==> src/rtl/pbs_ctrl.sv <==
`default_nettype none
// ============================================================================
//  Module   : pbs_ctrl
//  Purpose  : Turn-sequencing controller for the battle simulator. Latches
//             the player's move, strobes damage for the player and the AI in
//             alternation, watches both HP buses for the end of the game and
//             counts completed turns.
//  Ports    : clk, rst        - clock, synchronous active-high reset
//             move_sel/move_go- player move index / commit level (edge-detected)
//             p_hp, ai_hp     - HP feedback from the datapath
//             p_move, actr, target, app_dmg - datapath control (registered)
//             turn_cnt        - completed full turns, saturating
//             game_over/winner- end-of-game flag and winner (0 player, 1 AI)
//             state_o         - current state encoding for debug/LEDs
//  Options  : PBS_CTRL_TIMEOUT_EN - player forfeits the attack after TIMEOUT
//             idle cycles without a move_go edge.
//  Revision : 1.0 - initial release
// ============================================================================
module pbs_ctrl #(
   parameter int HP_W     = 4,
   parameter int TURN_W   = 8,
   parameter int AI_DELAY = 4,
   parameter int TIMEOUT  = 64
) (
   input  logic              clk,
   input  logic              rst,
   input  logic [1:0]        move_sel,
   input  logic              move_go,
   input  logic [HP_W-1:0]   p_hp,
   input  logic [HP_W-1:0]   ai_hp,
   output logic [1:0]        p_move,
   output logic              actr,
   output logic              target,
   output logic              app_dmg,
   output logic [TURN_W-1:0] turn_cnt,
   output logic              game_over,
   output logic              winner,
   output logic [3:0]        state_o
);

   typedef enum logic [3:0] {
      ST_IDLE      = 4'd0,
      ST_P_SEL     = 4'd1,
      ST_P_HIT     = 4'd2,
      ST_P_SETTLE  = 4'd3,
      ST_P_CHECK   = 4'd4,
      ST_AI_WAIT   = 4'd5,
      ST_AI_SEL    = 4'd6,
      ST_AI_HIT    = 4'd7,
      ST_AI_SETTLE = 4'd8,
      ST_AI_CHECK  = 4'd9,
      ST_DONE      = 4'd10
   } state_t;

   localparam int             DLY_W    = (AI_DELAY > 1) ? $clog2(AI_DELAY) : 1;
   localparam logic [DLY_W-1:0] DLY_LOAD = DLY_W'(AI_DELAY - 1);
   localparam int             TO_W     = (TIMEOUT > 1) ? $clog2(TIMEOUT) : 1;
   localparam logic [TO_W-1:0] TO_LAST  = TO_W'(TIMEOUT - 1);

   state_t            state_q, state_d;
   logic [1:0]        p_move_q, p_move_d;
   logic              actr_q, actr_d;
   logic              target_q, target_d;
   logic              app_dmg_q, app_dmg_d;
   logic [TURN_W-1:0] turn_q, turn_d;
   logic              game_over_q, game_over_d;
   logic              winner_q, winner_d;
   logic [DLY_W-1:0]  dly_q, dly_d;
   logic              go_q, go_d;
   logic              go_edge;

`ifdef PBS_CTRL_TIMEOUT_EN
   logic [TO_W-1:0]   to_q, to_d;
`else
   logic [TO_W-1:0]   unused_timeout;
   assign unused_timeout = TO_LAST;
`endif

   assign go_edge = move_go & ~go_q;

   always_comb begin
      state_d     = state_q;
      p_move_d    = p_move_q;
      actr_d      = actr_q;
      target_d    = target_q;
      turn_d      = turn_q;
      winner_d    = winner_q;
      dly_d       = dly_q;
      go_d        = move_go;

      case (state_q)
         ST_IDLE: begin
            if (go_edge) begin
               p_move_d = move_sel;
               state_d  = ST_P_SEL;
            end
`ifdef PBS_CTRL_TIMEOUT_EN
            // An edge in the expiry cycle takes priority over the forfeit.
            else if (to_q == TO_LAST) begin
               dly_d   = DLY_LOAD;
               state_d = ST_AI_WAIT;
            end
`endif
         end
         ST_P_SEL:    state_d = ST_P_HIT;
         ST_P_HIT:    state_d = ST_P_SETTLE;
         ST_P_SETTLE: state_d = ST_P_CHECK;
         ST_P_CHECK: begin
            if (ai_hp == '0) begin
               winner_d = 1'b0;
               state_d  = ST_DONE;
            end else begin
               dly_d   = DLY_LOAD;
               state_d = ST_AI_WAIT;
            end
         end
         ST_AI_WAIT: begin
            // Loaded with AI_DELAY-1 so the dwell is AI_DELAY cycles.
            if (dly_q == '0) state_d = ST_AI_SEL;
            else             dly_d   = dly_q - DLY_W'(1);
         end
         ST_AI_SEL:    state_d = ST_AI_HIT;
         ST_AI_HIT:    state_d = ST_AI_SETTLE;
         ST_AI_SETTLE: state_d = ST_AI_CHECK;
         ST_AI_CHECK: begin
            if (p_hp == '0) begin
               winner_d = 1'b1;
               state_d  = ST_DONE;
            end else begin
               if (turn_q != '1) turn_d = turn_q + TURN_W'(1);
               state_d = ST_IDLE;
            end
         end
         ST_DONE:  state_d = ST_DONE;
         default:  state_d = ST_IDLE;
      endcase

      // Outputs are decoded from the next state so that the registered
      // value lines up with the state it belongs to.
      if (state_d == ST_P_SEL) begin
         actr_d   = 1'b0;
         target_d = 1'b1;
      end else if (state_d == ST_AI_SEL) begin
         actr_d   = 1'b1;
         target_d = 1'b0;
      end
      app_dmg_d   = (state_d == ST_P_HIT) || (state_d == ST_AI_HIT);
      game_over_d = (state_d == ST_DONE);

`ifdef PBS_CTRL_TIMEOUT_EN
      to_d = ((state_q == ST_IDLE) && (state_d == ST_IDLE)) ? to_q + TO_W'(1) : '0;
`endif
   end

   always_ff @(posedge clk) begin
      if (rst) begin
         state_q     <= ST_IDLE;
         p_move_q    <= 2'd0;
         actr_q      <= 1'b0;
         target_q    <= 1'b1;
         app_dmg_q   <= 1'b0;
         turn_q      <= '0;
         game_over_q <= 1'b0;
         winner_q    <= 1'b0;
         dly_q       <= '0;
         go_q        <= 1'b0;
`ifdef PBS_CTRL_TIMEOUT_EN
         to_q        <= '0;
`endif
      end else begin
         state_q     <= state_d;
         p_move_q    <= p_move_d;
         actr_q      <= actr_d;
         target_q    <= target_d;
         app_dmg_q   <= app_dmg_d;
         turn_q      <= turn_d;
         game_over_q <= game_over_d;
         winner_q    <= winner_d;
         dly_q       <= dly_d;
         go_q        <= go_d;
`ifdef PBS_CTRL_TIMEOUT_EN
         to_q        <= to_d;
`endif
      end
   end

   assign p_move    = p_move_q;
   assign actr      = actr_q;
   assign target    = target_q;
   assign app_dmg   = app_dmg_q;
   assign turn_cnt  = turn_q;
   assign game_over = game_over_q;
   assign winner    = winner_q;
   assign state_o   = state_q;

endmodule
`default_nettype wire

==> config.mk <==
export PLATFORM = sky130hd
export DESIGN_NAME = pbs_ctrl
export DESIGN_NICKNAME = d
export VERILOG_FILES = /design/src/rtl/pbs_ctrl.sv
export SDC_FILE = /design/constraint.sdc
export NUM_CORES = 1
export LEC_CHECK = 0
export ABC_CLOCK_PERIOD_IN_PS = 2100
export BUFFER_PORTS_ARGS = -buffer_cell sky130_fd_sc_hd__buf_2
export CAP_MARGIN = 30
export CELL_PAD_IN_SITES_DETAIL_PLACEMENT = 1
export CELL_PAD_IN_SITES_GLOBAL_PLACEMENT = 1
export CORE_UTILIZATION = 37
export DETAILED_ROUTE_END_ITERATION = 10
export GPL_ROUTABILITY_DRIVEN = 0
export GPL_TIMING_DRIVEN = 0
export PLACE_DENSITY_LB_ADDON = 0.1
export SYNTH_ARGS = -nofsm -noshare
export SYNTH_HDL_FRONTEND = slang
export SYNTH_SLANG_ARGS = --single-unit
==> constraint.sdc <==
create_clock -name clk -period 2.1 [get_ports clk]
set_input_delay 0.21 -clock clk [delete_from_list [all_inputs] [get_ports clk]]
set_output_delay 0.21 -clock clk [all_outputs]
set_load 0.05 [all_outputs]
==> flow_summary.toml <==
[run_status]
run_status = "completed"

[sta]
hold_slack_ns = 0.0982
slew_viol_final = 0
final_min_period_over_clock_period_pct = 80.3
max_slew.worst_pin.slew_ns = 0.501
fin_crit_ns = 1.69
setup_repair_after_global_routing_missed_its_margin = "no"
finalHoldViolCount = 0
layout_skew_ns = 0.0100
setup-tns-final_ns = 0
setup_viol_count_final = 0
maxClockFrequency_mhz = 593
layout_setup_ws_ns = 0.414
timing.max_slew.rel_slack_pct = 66.6

[final_layout]
finish.net_count = 172
layout.cells.most_common_list = "sky130_fd_sc_hd__buf_2, sky130_fd_sc_hd__dfxtp_1, sky130_fd_sc_hd__a21oi_1"
commonest_non_fill_non_tap_cell_in_the_layout = "sky130_fd_sc_hd__buf_2"
layout.core_utilization_pct = 48.1
area.growth.synth_to_final_pct = 22.8
num_antenna_cells = 0
layout-drive-gt1-share_pct = 26.3

[clock_tree]
cts-hold-fix-buffers = 0
cts_setup_buffers = 0
cts_resized = 0
worstSkewPairLatency_ns = 0.32
root_buffer = "sky130_fd_sc_hd__clkbuf_4"
buffer_depth_of_the_longest_clock_path = 2
cts_tree = "done"
depth_of_the_cts_h_tree = 1
clk_pin_slew_ns = 0.14
cts_made_buffers = 3
clock_sinks = 22

[pwr]
power.density_cell_area_nw_per_um2 = 970
ir_drop_uv = 505
p_leak_uw = 0.000534

[critical_path]
crit_required_ns = 2.36
worst-r2r-setup-slack_ns = 0.41
r2r_start = "state_o[0]"
critPathCaptureType = "flop"
crit_path_start_kind = "flop"
criticalPathCategory = "reg2reg"
largest_driver_fanout_on_the_critical_path = 10
worstSetupStartpoint = "state_o[0]"
worstPathArrival_ns = 1.95

[route]
drtPass1Iterations = 4
detail_route.wl_per_cell_um = 14.6
drt-total-wl_um = 2730
route.detailed.vias_per_inst = 5.57
drc = 0
drt-initial-drc-count = 16
vias = 1041
route.antenna.remaining_nets = 0

[grt]
track_usage_pct = 18.9
grt_overflow_total = 0
pin_count_of_the_biggest_net_entering_global_routing = 14
antenna_violations_before_repair = 0
first_global_vias = 1018
grt_first_pass_wirelength_um = 4670

[placed_design]
place_hpwl_um = 1990
io_buffers = 31
post_placement_worst_setup_slack_ns = 0.450

[floorplan]
ioPinCount = 32
chipHeight_um = 56.0
core.rowCount = 19
die_area_um2 = 3140
die_x_um = 56.0
core_region_area_um2 = 2760
initial_utilization_pct = 39.2

[synthesis]
postSynthRegisterBits = 22
mappedNetlistNets = 136
synth_seq_area_share_pct = 40.8
yosysWarnings = 0
synth_area_um2 = 1080
synthesis.instances = 121
yosys.cell_types.count = 40
synth_area_per_cell_um2 = 8.92

[worst_hold_path]
min_from = "rst"
hold_path_class = "in2reg"

[job]
maxCapViolCount = 0
-- area by class of cell --
cell class	instances	area, um2
clock inverters	1	30.0
fillers	336	1430
multi-input cells	87	578
clock buffers	3	22.5
flip-flops and latches	22	440
repair buffers	31	155
inverters	5	18.8
well taps	31	38.8
plain buffers	7	42.5
-- logic make-up (layout without fill, tap and decap cells) --
group	Yosys count	count (layout)	synth area share (%)
simple gates	47	47	26.0
mux	4	4	3.82
xor+xnor	2	2	1.62
buf+inv	12	47	5.68
flops	22	22	40.8
fa+ha+maj	2	2	2.32
compound gates	32	32	19.8
-- sequential cells by signal (all words and copies together) (netlist names) --
signal and flops:
app_dmg 1, target 1, game_over 1, actr 1, dly_q 2, turn_cnt 8
p_move 2, go_q 1, state_o 4, winner 1
-- final timing paths --
kind                               endpoint  cells after the start
worst max-delay path            turn_cnt[3]                      5
worst min-delay path                   go_q                      2
worst max register to register  turn_cnt[3]                      5
worst min register to register       target                      1
-- per-stage QoR --
step	total power, uW	area [um2]	cells
2_1_floorplan	854	1080	121
3_3_place_gp	949	1270	183
3_5_place_dp	958	1270	183
4_1_cts	1300	1330	187
5_1_grt	1360	1330	187
6_report	1290	1330	187
-- power breakdown --
group          internal, uW  switching [uW]
combinational           155             300
clock                   193             139
sequential              461            38.1
total                   809             477
-- metal layers --
metal  up-vias  track usage (%)  share of wire (%)
li1        518                -                  -
met1       501             25.8                 49
met2        18             31.5                 47
met3         4             2.33                2.6
met4         0             5.23               0.92
met5         -                0                  0
-- Yosys cell counts --
cell type / instances / area (um2)
sky130_fd_sc_hd__a2111oi_0: 1 / 8.76
sky130_fd_sc_hd__a211o_1: 1 / 8.76
sky130_fd_sc_hd__a211oi_1: 1 / 7.51
sky130_fd_sc_hd__a21boi_0: 1 / 7.51
sky130_fd_sc_hd__a21o_1: 1 / 7.51
sky130_fd_sc_hd__a21oi_1: 10 / 50.1
sky130_fd_sc_hd__a221oi_1: 2 / 17.5
sky130_fd_sc_hd__a311oi_1: 1 / 8.76
sky130_fd_sc_hd__a31oi_1: 2 / 12.5
sky130_fd_sc_hd__and4bb_1: 1 / 12.5
sky130_fd_sc_hd__buf_2: 1 / 5.00
sky130_fd_sc_hd__buf_6: 2 / 22.5
sky130_fd_sc_hd__clkbuf_1: 4 / 15.0
sky130_fd_sc_hd__dfxtp_1: 22 / 440
sky130_fd_sc_hd__ha_1: 2 / 25.0
sky130_fd_sc_hd__inv_1: 5 / 18.8
sky130_fd_sc_hd__mux2_2: 1 / 11.3
sky130_fd_sc_hd__mux2i_1: 3 / 30.0
sky130_fd_sc_hd__nand2_1: 5 / 18.8
sky130_fd_sc_hd__nand2b_1: 2 / 12.5
sky130_fd_sc_hd__nand3_1: 5 / 25.0
sky130_fd_sc_hd__nand4_1: 1 / 6.26
sky130_fd_sc_hd__nor2_1: 8 / 30.0
sky130_fd_sc_hd__nor2b_1: 5 / 31.3
sky130_fd_sc_hd__nor3_1: 6 / 30.0
sky130_fd_sc_hd__nor3b_1: 2 / 15.0
sky130_fd_sc_hd__nor4_1: 1 / 6.26
sky130_fd_sc_hd__nor4b_4: 1 / 23.8
sky130_fd_sc_hd__o211ai_1: 1 / 7.51
sky130_fd_sc_hd__o211ai_2: 1 / 12.5
sky130_fd_sc_hd__o21a_1: 1 / 7.51
sky130_fd_sc_hd__o21ai_0: 4 / 20.0
sky130_fd_sc_hd__o22ai_1: 1 / 6.26
sky130_fd_sc_hd__o2bb2ai_1: 1 / 8.76
sky130_fd_sc_hd__o31ai_1: 3 / 22.5
sky130_fd_sc_hd__or2_1: 2 / 12.5
sky130_fd_sc_hd__or3_1: 3 / 18.8
sky130_fd_sc_hd__or4_1: 5 / 37.5
sky130_fd_sc_hd__xnor2_1: 1 / 8.76
sky130_fd_sc_hd__xor2_1: 1 / 8.76
-- critical path, stage by stage (launching register included) --
cell,delay (ns)
sky130_fd_sc_hd__dfxtp_1,0.53
sky130_fd_sc_hd__and4bb_1,0.29
sky130_fd_sc_hd__o211ai_2,0.14
sky130_fd_sc_hd__buf_6,0.18
sky130_fd_sc_hd__or3_1,0.35
sky130_fd_sc_hd__a21oi_1,0.14
(Power assumes the default switching activity.)
